$ cat src/rtl/encoder_pkg.sv
// Shared command-packet definitions for the UART encoder/decoder pair: sizes, field offsets,
// FSM state codes and the single packing function both sides use.
package encoder_pkg;

    localparam int PKG_DATA_BIT = 32;
    localparam int PKG_PACK_NUM = 11;
    localparam int PACK_BIT     = 8 * PKG_PACK_NUM;
    localparam int FREQ_INDEX   = 2 * PKG_DATA_BIT;

    // Control-field offsets relative to FREQ_INDEX
    localparam int START_OFS = 0;
    localparam int STOP_OFS  = 1;
    localparam int MODE_OFS  = 2;
    localparam int SEL_OFS   = 4;
    localparam int SLOW_OFS  = 8;
    localparam int FAST_OFS  = 16;

    localparam logic [1:0] S_IDLE = 2'd0;
    localparam logic [1:0] S_SEND = 2'd1;
    localparam logic [1:0] S_WAIT = 2'd2;
    localparam logic [1:0] S_DONE = 2'd3;

    function automatic logic [PACK_BIT-1:0] pack_cmd(
        input logic [PKG_DATA_BIT-1:0] out_pat,
        input logic [PKG_DATA_BIT-1:0] freq_pat,
        input logic                    start,
        input logic                    stop,
        input logic                    mode,
        input logic [3:0]              sel_out,
        input logic [7:0]              slow_period,
        input logic [7:0]              fast_period
    );
        logic [PACK_BIT-1:0] pkt;
        pkt                                  = '0;
        pkt[PKG_DATA_BIT-1:0]                = out_pat;
        pkt[FREQ_INDEX-1:PKG_DATA_BIT]       = freq_pat;
        pkt[FREQ_INDEX+START_OFS]            = start;
        pkt[FREQ_INDEX+STOP_OFS]             = stop;
        pkt[FREQ_INDEX+MODE_OFS]             = mode;
        pkt[FREQ_INDEX+SEL_OFS +: 4]         = sel_out;
        pkt[FREQ_INDEX+SLOW_OFS +: 8]        = slow_period;
        pkt[FREQ_INDEX+FAST_OFS +: 8]        = fast_period;
        return pkt;
    endfunction

endpackage

$ cat src/rtl/encoder.sv
// Command-word serialiser for the UART transmitter, LSB byte first, one byte per start/done handshake.
// Optional CHECKSUM_EN appends an XOR byte of the payload; start ticks while busy are dropped.
module encoder
    import encoder_pkg::*;
#(
    parameter int DATA_BIT = PKG_DATA_BIT,
    parameter int PACK_NUM = PKG_PACK_NUM
) (
    input  logic                clk,
    input  logic                rst_n,
    input  logic                i_start_tick,
    input  logic [DATA_BIT-1:0] i_output_pattern,
    input  logic [DATA_BIT-1:0] i_freq_pattern,
    input  logic                i_start,
    input  logic                i_stop,
    input  logic                i_mode,
    input  logic [3:0]          i_sel_out,
    input  logic [7:0]          i_slow_period,
    input  logic [7:0]          i_fast_period,
    input  logic                i_tx_done_tick,
    output logic [7:0]          o_tx_data,
    output logic                o_tx_start,
    output logic                o_busy,
    output logic                o_done_tick
);

    localparam int CNT_W = $clog2(PACK_NUM + 1);
`ifdef CHECKSUM_EN
    localparam int N_BYTES = PACK_NUM + 1;
`else
    localparam int N_BYTES = PACK_NUM;
`endif
    localparam logic [CNT_W-1:0] LAST_IDX = CNT_W'(N_BYTES - 1);

    logic [1:0]            r_state;
    logic [CNT_W-1:0]      r_cnt;
    logic [8*PACK_NUM-1:0] r_buf;
    logic [7:0]            r_tx_data;
    logic                  r_tx_start;
    logic                  r_busy;
    logic                  r_done_tick;
    logic [8*PACK_NUM-1:0] w_pkt;
    logic [7:0]            w_byte;

    assign w_pkt = pack_cmd(i_output_pattern, i_freq_pattern, i_start, i_stop, i_mode,
                            i_sel_out, i_slow_period, i_fast_period);

`ifdef CHECKSUM_EN
    logic [7:0] r_csum;
    // Buffer is fully shifted out by the checksum slot, so the running XOR is sent instead.
    assign w_byte = (r_cnt == CNT_W'(PACK_NUM)) ? r_csum : r_buf[7:0];
`else
    assign w_byte = r_buf[7:0];
`endif

    always_ff @(posedge clk or negedge rst_n) begin
        if (!rst_n) begin
            r_state     <= S_IDLE;
            r_cnt       <= '0;
            r_buf       <= '0;
            r_tx_data   <= '0;
            r_tx_start  <= 1'b0;
            r_busy      <= 1'b0;
            r_done_tick <= 1'b0;
`ifdef CHECKSUM_EN
            r_csum      <= '0;
`endif
        end else begin
            r_tx_start  <= 1'b0;
            r_done_tick <= 1'b0;
            case (r_state)
                S_IDLE: begin
                    if (i_start_tick) begin
                        r_buf   <= w_pkt;
                        r_busy  <= 1'b1;
                        r_state <= S_SEND;
`ifdef CHECKSUM_EN
                        r_csum  <= '0;
`endif
                    end
                end
                S_SEND: begin
                    r_tx_data  <= w_byte;
                    r_tx_start <= 1'b1;
                    r_state    <= S_WAIT;
`ifdef CHECKSUM_EN
                    r_csum     <= r_csum ^ w_byte;
`endif
                end
                S_WAIT: begin
                    if (i_tx_done_tick) begin
                        r_buf <= r_buf >> 8;
                        if (r_cnt == LAST_IDX) begin
                            r_state <= S_DONE;
                        end else begin
                            r_cnt   <= r_cnt + 1'b1;
                            r_state <= S_SEND;
                        end
                    end
                end
                S_DONE: begin
                    r_done_tick <= 1'b1;
                    r_cnt       <= '0;
                    r_busy      <= 1'b0;
                    r_state     <= S_IDLE;
                end
                default: r_state <= S_IDLE;
            endcase
        end
    end

    assign o_tx_data   = r_tx_data;
    assign o_tx_start  = r_tx_start;
    assign o_busy      = r_busy;
    assign o_done_tick = r_done_tick;

endmodule

$ cat config.mk
export PLATFORM = sky130hd
export DESIGN_NAME = encoder
export DESIGN_NICKNAME = d
export VERILOG_FILES = /design/src/rtl/encoder_pkg.sv /design/src/rtl/encoder.sv
export SDC_FILE = /design/constraint.sdc
export NUM_CORES = 1
export LEC_CHECK = 0
export ABC_CLOCK_PERIOD_IN_PS = 1630
export BUFFER_PORTS_ARGS = -buffer_cell sky130_fd_sc_hd__clkbuf_2
export CAP_MARGIN = 5
export CORE_MARGIN = 2
export CORE_UTILIZATION = 50
export DETAILED_ROUTE_END_ITERATION = 16
export PLACE_DENSITY = 0.77
export SLEW_MARGIN = 10
export SYNTH_ARGS = -nofsm -noshare
export SYNTH_HDL_FRONTEND = slang
export SYNTH_SLANG_ARGS = --single-unit
$ cat constraint.sdc
create_clock -name clk -period 1.63 [get_ports clk]
set_input_delay 0 -clock clk [delete_from_list [all_inputs] [get_ports clk]]
set_output_delay 0 -clock clk [all_outputs]
set_load 0.05 [all_outputs]
# Yosys cells after proc, flatten, opt, wreduce, memory -nomap -nowiden
# Cells that the tools add are included.
# classes
addsub	1
n_eq_ne	7
n_mux	14
n_reduce_logical	8
# ops
cell	n
two-way mux 88 bit	2
one-hot mux 88 bit (2 select lines)	1
two-way mux 4 bit	2
one-hot mux 2 bit (4 select lines)	1
one-hot mux 4 bit (2 select lines)	1
two-way mux 2 bit	3
inequality test 2 bit (second input constant)	3
AND reduction 3 bit	2
nonzero test 2 bit	3
adder 4 x 1 -> 4 bit (second input constant)	1
equality test 2 bit (second input constant)	2
equality test 4 bit (second input constant)	1
AND reduction 2 bit	2
two-way mux 1 bit	3
equality test 2 x 1 -> 1 bit (second input constant)	1
logical NOT 2 bit	1
one-hot mux 1 bit (2 select lines)	1
# word_totals
regBits	105
in_bits	91
out_inout_bits	11
elab_cells	37

# Depth between registers and ports, before layout
# Gate-level depths: netlist of the first run.
# depth
word_depth	4
depth_mapped	7
depth_no_buf	5

# Worst setup path after synthesis of the first run
# OpenSTA, ideal clock, no wires.
# synth_timing
path_type	reg-to-reg
from	register r_state[1]
to	register r_buf[49]
setup_time_ns	0.125
t_arrival_ns	1.436
path_slack_ns	0.069
stages_incl_launch_ff	7
n_path_buf	2
synth_period_minus_slack_ns	1.561
path_cell_list	dfrtp_1 > nand2b_1 > a21o_1 > buf_4 > inv_6 > buf_6 > mux2_2
# synth_via
elab_chain_len	3
elab_cells_between_ends	7
# synth_lines
element	line	rtl
from (decl)	encoder.sv:35	logic [1:0] r_state;
from (signal assigned)	encoder.sv:58	r_state <= S_IDLE;
from (signal assigned)	encoder.sv:76	r_state <= S_SEND;
from (signal assigned)	encoder.sv:85	r_state <= S_WAIT;
equality test 2 bit / logical NOT 2 bit (equally long branches)	encoder.sv:71	case (r_state)
inequality test 2 bit (no source line) / nonzero test 2 bit (equally long branches)	--	
AND reduction 3 bit (no source line)	--	
to (signal assigned)	encoder.sv:74	r_buf <= w_pkt;
to (signal assigned)	encoder.sv:92	r_buf <= r_buf >> 8;
to (decl)	encoder.sv:37	logic [8*PACK_NUM-1:0] r_buf;
# Several ways; a longest one is shown, not always the timed one.
# A chain may end at the register's enable or synchronous reset.

# Worst setup path after layout of the first run
# layout_timing
from	register r_state[1]
to	register r_buf[10]
# The elaborated chain is that of the path after synthesis.

==> flow_summary.yaml, run 1 <==
yosys:
  post-synth-top-area-cell: "dfrtp_1"
  synth_top_cell_area_share_pct: 48.9
  yosysUniqueCellTypes: 30
  synth_nets: 434
  ys_seq_elements: 105
  ys_top_cells_by_area: "dfrtp_1 49%, mux2_4 24%, mux2_1 16%, buf_6 3.6%, a22o_1 1.5%"
  synth_common_cells: "105 x dfrtp_1, 87 x mux2_4, 78 x mux2_1, 17 x buf_6, 9 x a22o_1"
  synthFlopType: "dfrtp_1"
  syn-instance-count: 341
  synth-edff-count: 0
  yosysWarningCount: 0
  synthArstFlopShare_pct: 100
  yosysMostFrequentCell: "dfrtp_1"
  netlist_area_um2: 5380
  ys_seq_area_share_pct: 48.9
  postSynthAreaPerCell_um2: 15.8
floorplan:
  dieHeight_um: 108
  row_count: 37
  io_pins: 102
  die_x_um: 108
  core_um2: 10400
  die_area_um2: 11600
  initial_core_util_pct: 51.8
timing:
  rsz0062_at_grt: "true"
  fmax_mhz: 603
  hold_violations: 0
  finalClockSkew_ns: 0.0155
  period_needed_ns: 1.66
  final_max_slew_viol_count: 0
  setup_ws_ns: -0.0273
  worst_pin_slew_ns: 0.469
  final-setup-viol-count: 6
  slew_headroom_pct: 68.7
  timing.final.crit_share_pct: 102
global_routing:
  grt_max_degree: 85
  grt_pass1_wl_um: 19300
  track_usage_pct: 21.8
  grt_pass1_vias: 3796
  grt_overflow: 0
  antenna_found_initial: 0
power:
  p_per_area_nw_per_um2: 1810
  ir_worst_vdd_mv: 1.14
  p_leak_uw: 0.00358
setup_path:
  crit_path_max_incr_delay_ns: 0.40
  cp-startpoint: "r_state[1]"
  worstPathArrival_ns: 1.92
  crit_path_top_delay_cell: "dfrtp_1"
  r2r-start: "r_state[1]"
  crit_path_max_fanout: 10
  path_cells: "nor2b_4, buf_4, clkbuf_16, mux2_1, mux2_4"
  cp-end-kind: "flop"
  criticalPathCategory: "flop to flop"
  startpoint_type: "flop"
  crit_required_ns: 1.89
clocking:
  clkTransAtPathRegs_ns: 0.10
  cts_max_level: 3
  clock_tree.buffer_depth: 2
  cts_buffers: 9
  cts_tree: "built"
  cts.sinks: 105
  cts_root_buf: "clkbuf_8"
  clk_latency_ns: 0.37
detailed_routing:
  vias_per_cell: 5.15
  drtPass1Iterations: 4
  drt-total-wl_um: 13100
  drtAntennaViolNets: 0
  first_iter_violations: 138
  drcViolationCount: 0
  vias: 3550
  wl_per_cell_um: 19.0
final_layout:
  drive_above_1_share_pct: 47.5
  final_nets: 640
  syn_to_final_growth_pct: 38.8
  fillCellCount: 681
  fin_cells: 689
place:
  place.gp.congestion: 0.805
  dp_cells: 574
  io_buffers: 101
  pre_cts_ws_ns: 0.0235
  hpwl_um: 7360
flow_run:
  drv_cap: 0
outcome:
  status: "finished with violations"
  failed_checks: "setup timing"
hold_path:
  min_from: "i_freq_pattern[5]"
  hold_class: "primary input to flop"
==> worst max-delay path: cells and delay by family, from the launching register on <==
kind          cells  cell delay [ns]
flops             1             0.40
simple gates      1             0.19
buf+inv           2             0.33
mux               2             0.62
==> metal layers <==
metal / global-route usage (%) / vias up / wire length (um)
met5: 0 / - / 0
met4: 6.68 / 0 / 301
met3: 4.42 / 26 / 443
met2: 37.8 / 99 / 6660
met1: 27.3 / 1784 / 5690
li1: - / 1641 / -
==> power by group <==
| part | internal [uW] | switching, uW |
|---|---|---|
| Sequential | 3950 | 938 |
| Combinational | 4380 | 2780 |
| Clock | 600 | 881 |
| Total | 8920 | 4600 |
==> metrics by stage <==
step / total power (uW) / TNS, ns / util, % / area (um^2) / hold WS (ns)
3_5_place_dp: 10900 / 0 / 58.7 / 6090 / -0.0862
4_1_cts: 12600 / -0.0138 / 68.6 / 7110 / 0.00329
5_1_grt: 14200 / -2.38 / 71.9 / 7460 / 0.0261
6_report: 13500 / -0.0653 / 71.9 / 7460 / 0.0238
2_1_floorplan: 9580 / 0 / - / 5380 / -0.296
3_3_place_gp: 10700 / 0 / 58.7 / 6090 / -0.0885
==> flip-flops by register name (all words and copies together) (netlist names) <==
signal and count:
o_done_tick 1, r_state 2, r_buf 88, o_tx_data 8
o_tx_start 1, r_cnt 4, o_busy 1
==> cells by family after synthesis <==
family,count (synthesis),synth area share [%]
AND/OR/NAND/NOR,14,1.49
AO/OA/AOI/OAI,23,3.40
buffers and inverters,30,4.73
adder cells (fa/ha/maj),2,0.465
flip-flops,105,48.9
multiplexers,167,41.0
==> cell type report <==
type | instances | area, um^2 | share of cell area [%]
Timing Repair inverter | 1 | 5.00 | 0.0671
Multi-Input combinational cell | 206 | 2610 | 35.0
Tap cell | 136 | 170 | 2.28
Timing Repair Buffer | 216 | 1830 | 24.6
Inverter | 8 | 37.5 | 0.503
Clock buffer | 12 | 145 | 1.95
Sequential cell | 105 | 2630 | 35.2
Clock inverter | 4 | 28.8 | 0.386
Antenna cell | 1 | 2.50 | 0.0336
==> worst paths after layout <==
kind	end	slack [ns]	cells past startpoint
max	r_buf[10]	-0.03	5
max reg2reg	r_buf[10]	-0.03	5
min	r_buf[37]	0.02	3
max in group asynchronous	r_buf[42]	0.81	3
min reg2reg	o_tx_data[7]	0.51	1
min in group asynchronous	o_busy	0.06	2
==> layout by cell type, fill, tap and decap left out, types with 3 or more instances in the layout <==
| master | n |
|---|---|
| dfrtp_1 | 105 |
| buf_12 | 8 |
| mux2_1 | 51 |
| nand2b_1 | 5 |
| clkbuf_16 | 5 |
| dlygate4sd3_1 | 87 |
| nand2_1 | 3 |
| mux2_4 | 114 |
| clkbuf_2 | 100 |
| inv_1 | 7 |
| buf_4 | 11 |
| a22o_1 | 9 |
| clkbuf_8 | 10 |
| o22ai_1 | 3 |
==> repair_timing <==
item,4_1_cts,5_1_grt
gates resized for setup,0,35
gates cloned,0,8
endpoints found under the hold margin,189,2
hold buffers,85,2
buffers inserted,0,3
pin swaps,0,1
setup endpoints to repair,4,79
No activity file was read; power rests on OpenSTA's default activity.
==> run 2: changes to the inputs <==
ABC_CLOCK_PERIOD_IN_PS = 1700   (was 1630)
CORE_UTILIZATION = 56   (was 50)
PLACE_DENSITY = 0.82   (was 0.77)
REMOVE_ABC_BUFFERS = 1   (was default)
clock period = 1.7 ns   (was 1.63 ns; I/O delays follow)
==> run 2 against run 1 <==
Against the previous run: the run still ends with setup timing left; final area is 4.2% lower; combinational power shrank 15%; sequential power shrank 6.5%; die area fell by 10%; clock-buffer cell count is 2 lower; cell count decreased by 3.2%; register-to-register slack about the same; clock power increased by 4%; sequential cell count unchanged; via count shrank 2.9%; worst setup slack improved by 0.0091 ns; critical path type unchanged; critical endpoint is now r_buf[7].
==> flow_summary.yaml, run 2 (synthesized netlist as in run 1, its figures left out) <==
timing:
  slew_headroom_pct: 67.7
  fmax_mhz: 582
  worst_pin_slew_ns: 0.485
  setup_ws_ns: -0.0181
  final_max_slew_viol_count: 0
  hold_violations: 0
  timing.final.crit_share_pct: 101
  finalClockSkew_ns: 0.00623
  final-setup-viol-count: 9
  period_needed_ns: 1.72
  rsz0062_at_grt: "true"
  fin_tns_setup_ns: -0.0481
setup_path:
  crit_path_top_delay_cell: "dfrtp_1"
  path_depth: 4
  crit_required_ns: 1.95
  reg2reg_depth: 4
  worstSetupEndpoint: "r_buf[7]"
  r2r-end: "r_buf[7]"
  path_cells: "nor2b_4, buf_12, mux2_1, mux2_4"
  critPathBufInv: 1
  ff2ff_setup_slack_ns: -0.02
  crit_path_max_incr_delay_ns: 0.43
  cp-startpoint: "r_state[1]"
  r2r-start: "r_state[1]"
  crit_path_max_fanout: 29
  startpoint_type: "flop"
  worstPathArrival_ns: 1.97
  criticalPathCategory: "flop to flop"
  cp-end-kind: "flop"
  critical-path-top-delay-family: "multiplexers"
detailed_routing:
  drcViolationCount: 0
  vias: 3447
  vias_per_cell: 5.17
  drtAntennaViolNets: 0
  first_iter_violations: 68
  drt-total-wl_um: 11400
  wl_per_cell_um: 17.1
  drtPass1Iterations: 4
final_layout:
  final_cell_mix: "105 x dfrtp_1, 100 x clkbuf_2, 91 x mux2_4, 84 x dlygate4sd3_1, 74 x mux2_1"
  drive_above_1_share_pct: 42.4
  fin_cells: 667
  design_area_um2: 7140
  largest_register_ffs: 88
  fillCellCount: 590
  final_common_cell: "dfrtp_1"
  syn_to_final_growth_pct: 32.9
  n_antenna_cell: 0
  final_nets: 626
  top_register: "r_buf"
flow_run:
  drv_cap: 0
clocking:
  clock_tree.buffer_depth: 2
  cts_tree: "built"
  cts_max_level: 3
  clk_latency_ns: 0.36
  cts_root_buf: "clkbuf_8"
  cts.sinks: 105
  clkTransAtPathRegs_ns: 0.10
  cts_buffers: 9
power:
  p_leak_uw: 0.00341
  power_uw: 12200
  ir_worst_vdd_mv: 1.09
  p_per_area_nw_per_um2: 1700
outcome:
  failed_checks: "setup timing"
  status: "finished with violations"
global_routing:
  grt_pass1_vias: 3812
  antenna_found_initial: 0
  grt_overflow: 0
  track_usage_pct: 23.1
  grt_pass1_wl_um: 18300
  grt_max_degree: 58
floorplan:
  dieHeight_um: 102
  row_count: 35
  io_pins: 102
  die_area_um2: 10400
  die_x_um: 102
  initial_core_util_pct: 57.9
  core_um2: 9280
place:
  dp_cells: 566
  place_area_um2: 6060
  io_buffers: 101
  hpwl_um: 6850
  place.gp.congestion: 0.760
hold_path:
  min_path_cells: 3
  hold_class: "primary input to flop"
==> run 2: how the worst min path moves through the flow <==
stage / start / to / slack (ns)
detailed placement: rst_n / r_buf[15] / -0.002
global placement: rst_n / r_buf[23] / -0.002
global route: i_freq_pattern[15] / r_buf[47] / 0.0009
finish: i_freq_pattern[15] / r_buf[47] / 0.02
CTS: i_output_pattern[10] / r_buf[10] / 0.0005
floorplan: rst_n / o_busy / -0.30
==> run 2: area by class of cell <==
cell class,instances,area (um^2),share of cell area (%)
Clock inverter,6,67.6,0.946
Clock buffer,10,128,1.79
Multi-Input combinational cell,206,2520,35.2
Sequential cell,105,2630,36.8
Inverter,8,35.0,0.490
Timing Repair Buffer,203,1610,22.5
Tap cell,129,161,2.26
==> run 2: power breakdown <==
| part | internal, uW | switching [uW] | total (uW) |
|---|---|---|---|
| logic | 3610 | 2440 | 6060 |
| registers | 3780 | 784 | 4570 |
| clock network | 687 | 856 | 1540 |
| total | 8080 | 4080 | 12200 |
==> run 2: per-layer routing <==
layer / vias to the layer above / track usage [%] / routed length, um
met4: 0 / 5.03 / 99
met2: 84 / 41.5 / 5890
met1: 1743 / 28.4 / 4960
met5: - / 0 / 0
met3: 13 / 5.40 / 427
li1: 1607 / - / -
==> run 2: timing repair <==
| item | in CTS | in global routing |
|---|---|---|
| endpoints found under the setup margin | 11 | 78 |
| hold endpoints to repair | 115 | 5 |
| buffers inserted | 0 | 0 |
| resized for setup | 3 | 3 |
| gates cloned | 0 | 1 |
| hold buffers | 79 | 5 |
==> run 2: through the flow <==
stage	util, %	hold WS [ns]	worst slack [ns]
2_1_floorplan	-	-0.296	-3.52
3_3_place_gp	65.3	-0.00157	0.0710
3_5_place_dp	65.3	-0.00175	-0.0121
4_1_cts	76.0	0.000454	-0.0157
5_1_grt	77.0	0.000868	-0.0705
6_report	77.0	0.0182	-0.0181
==> run 2: tightest hold or removal path, stage by stage <==
cell and delay (ns):
clkbuf_2 0.09, mux2_1 0.13, mux2_4 0.13
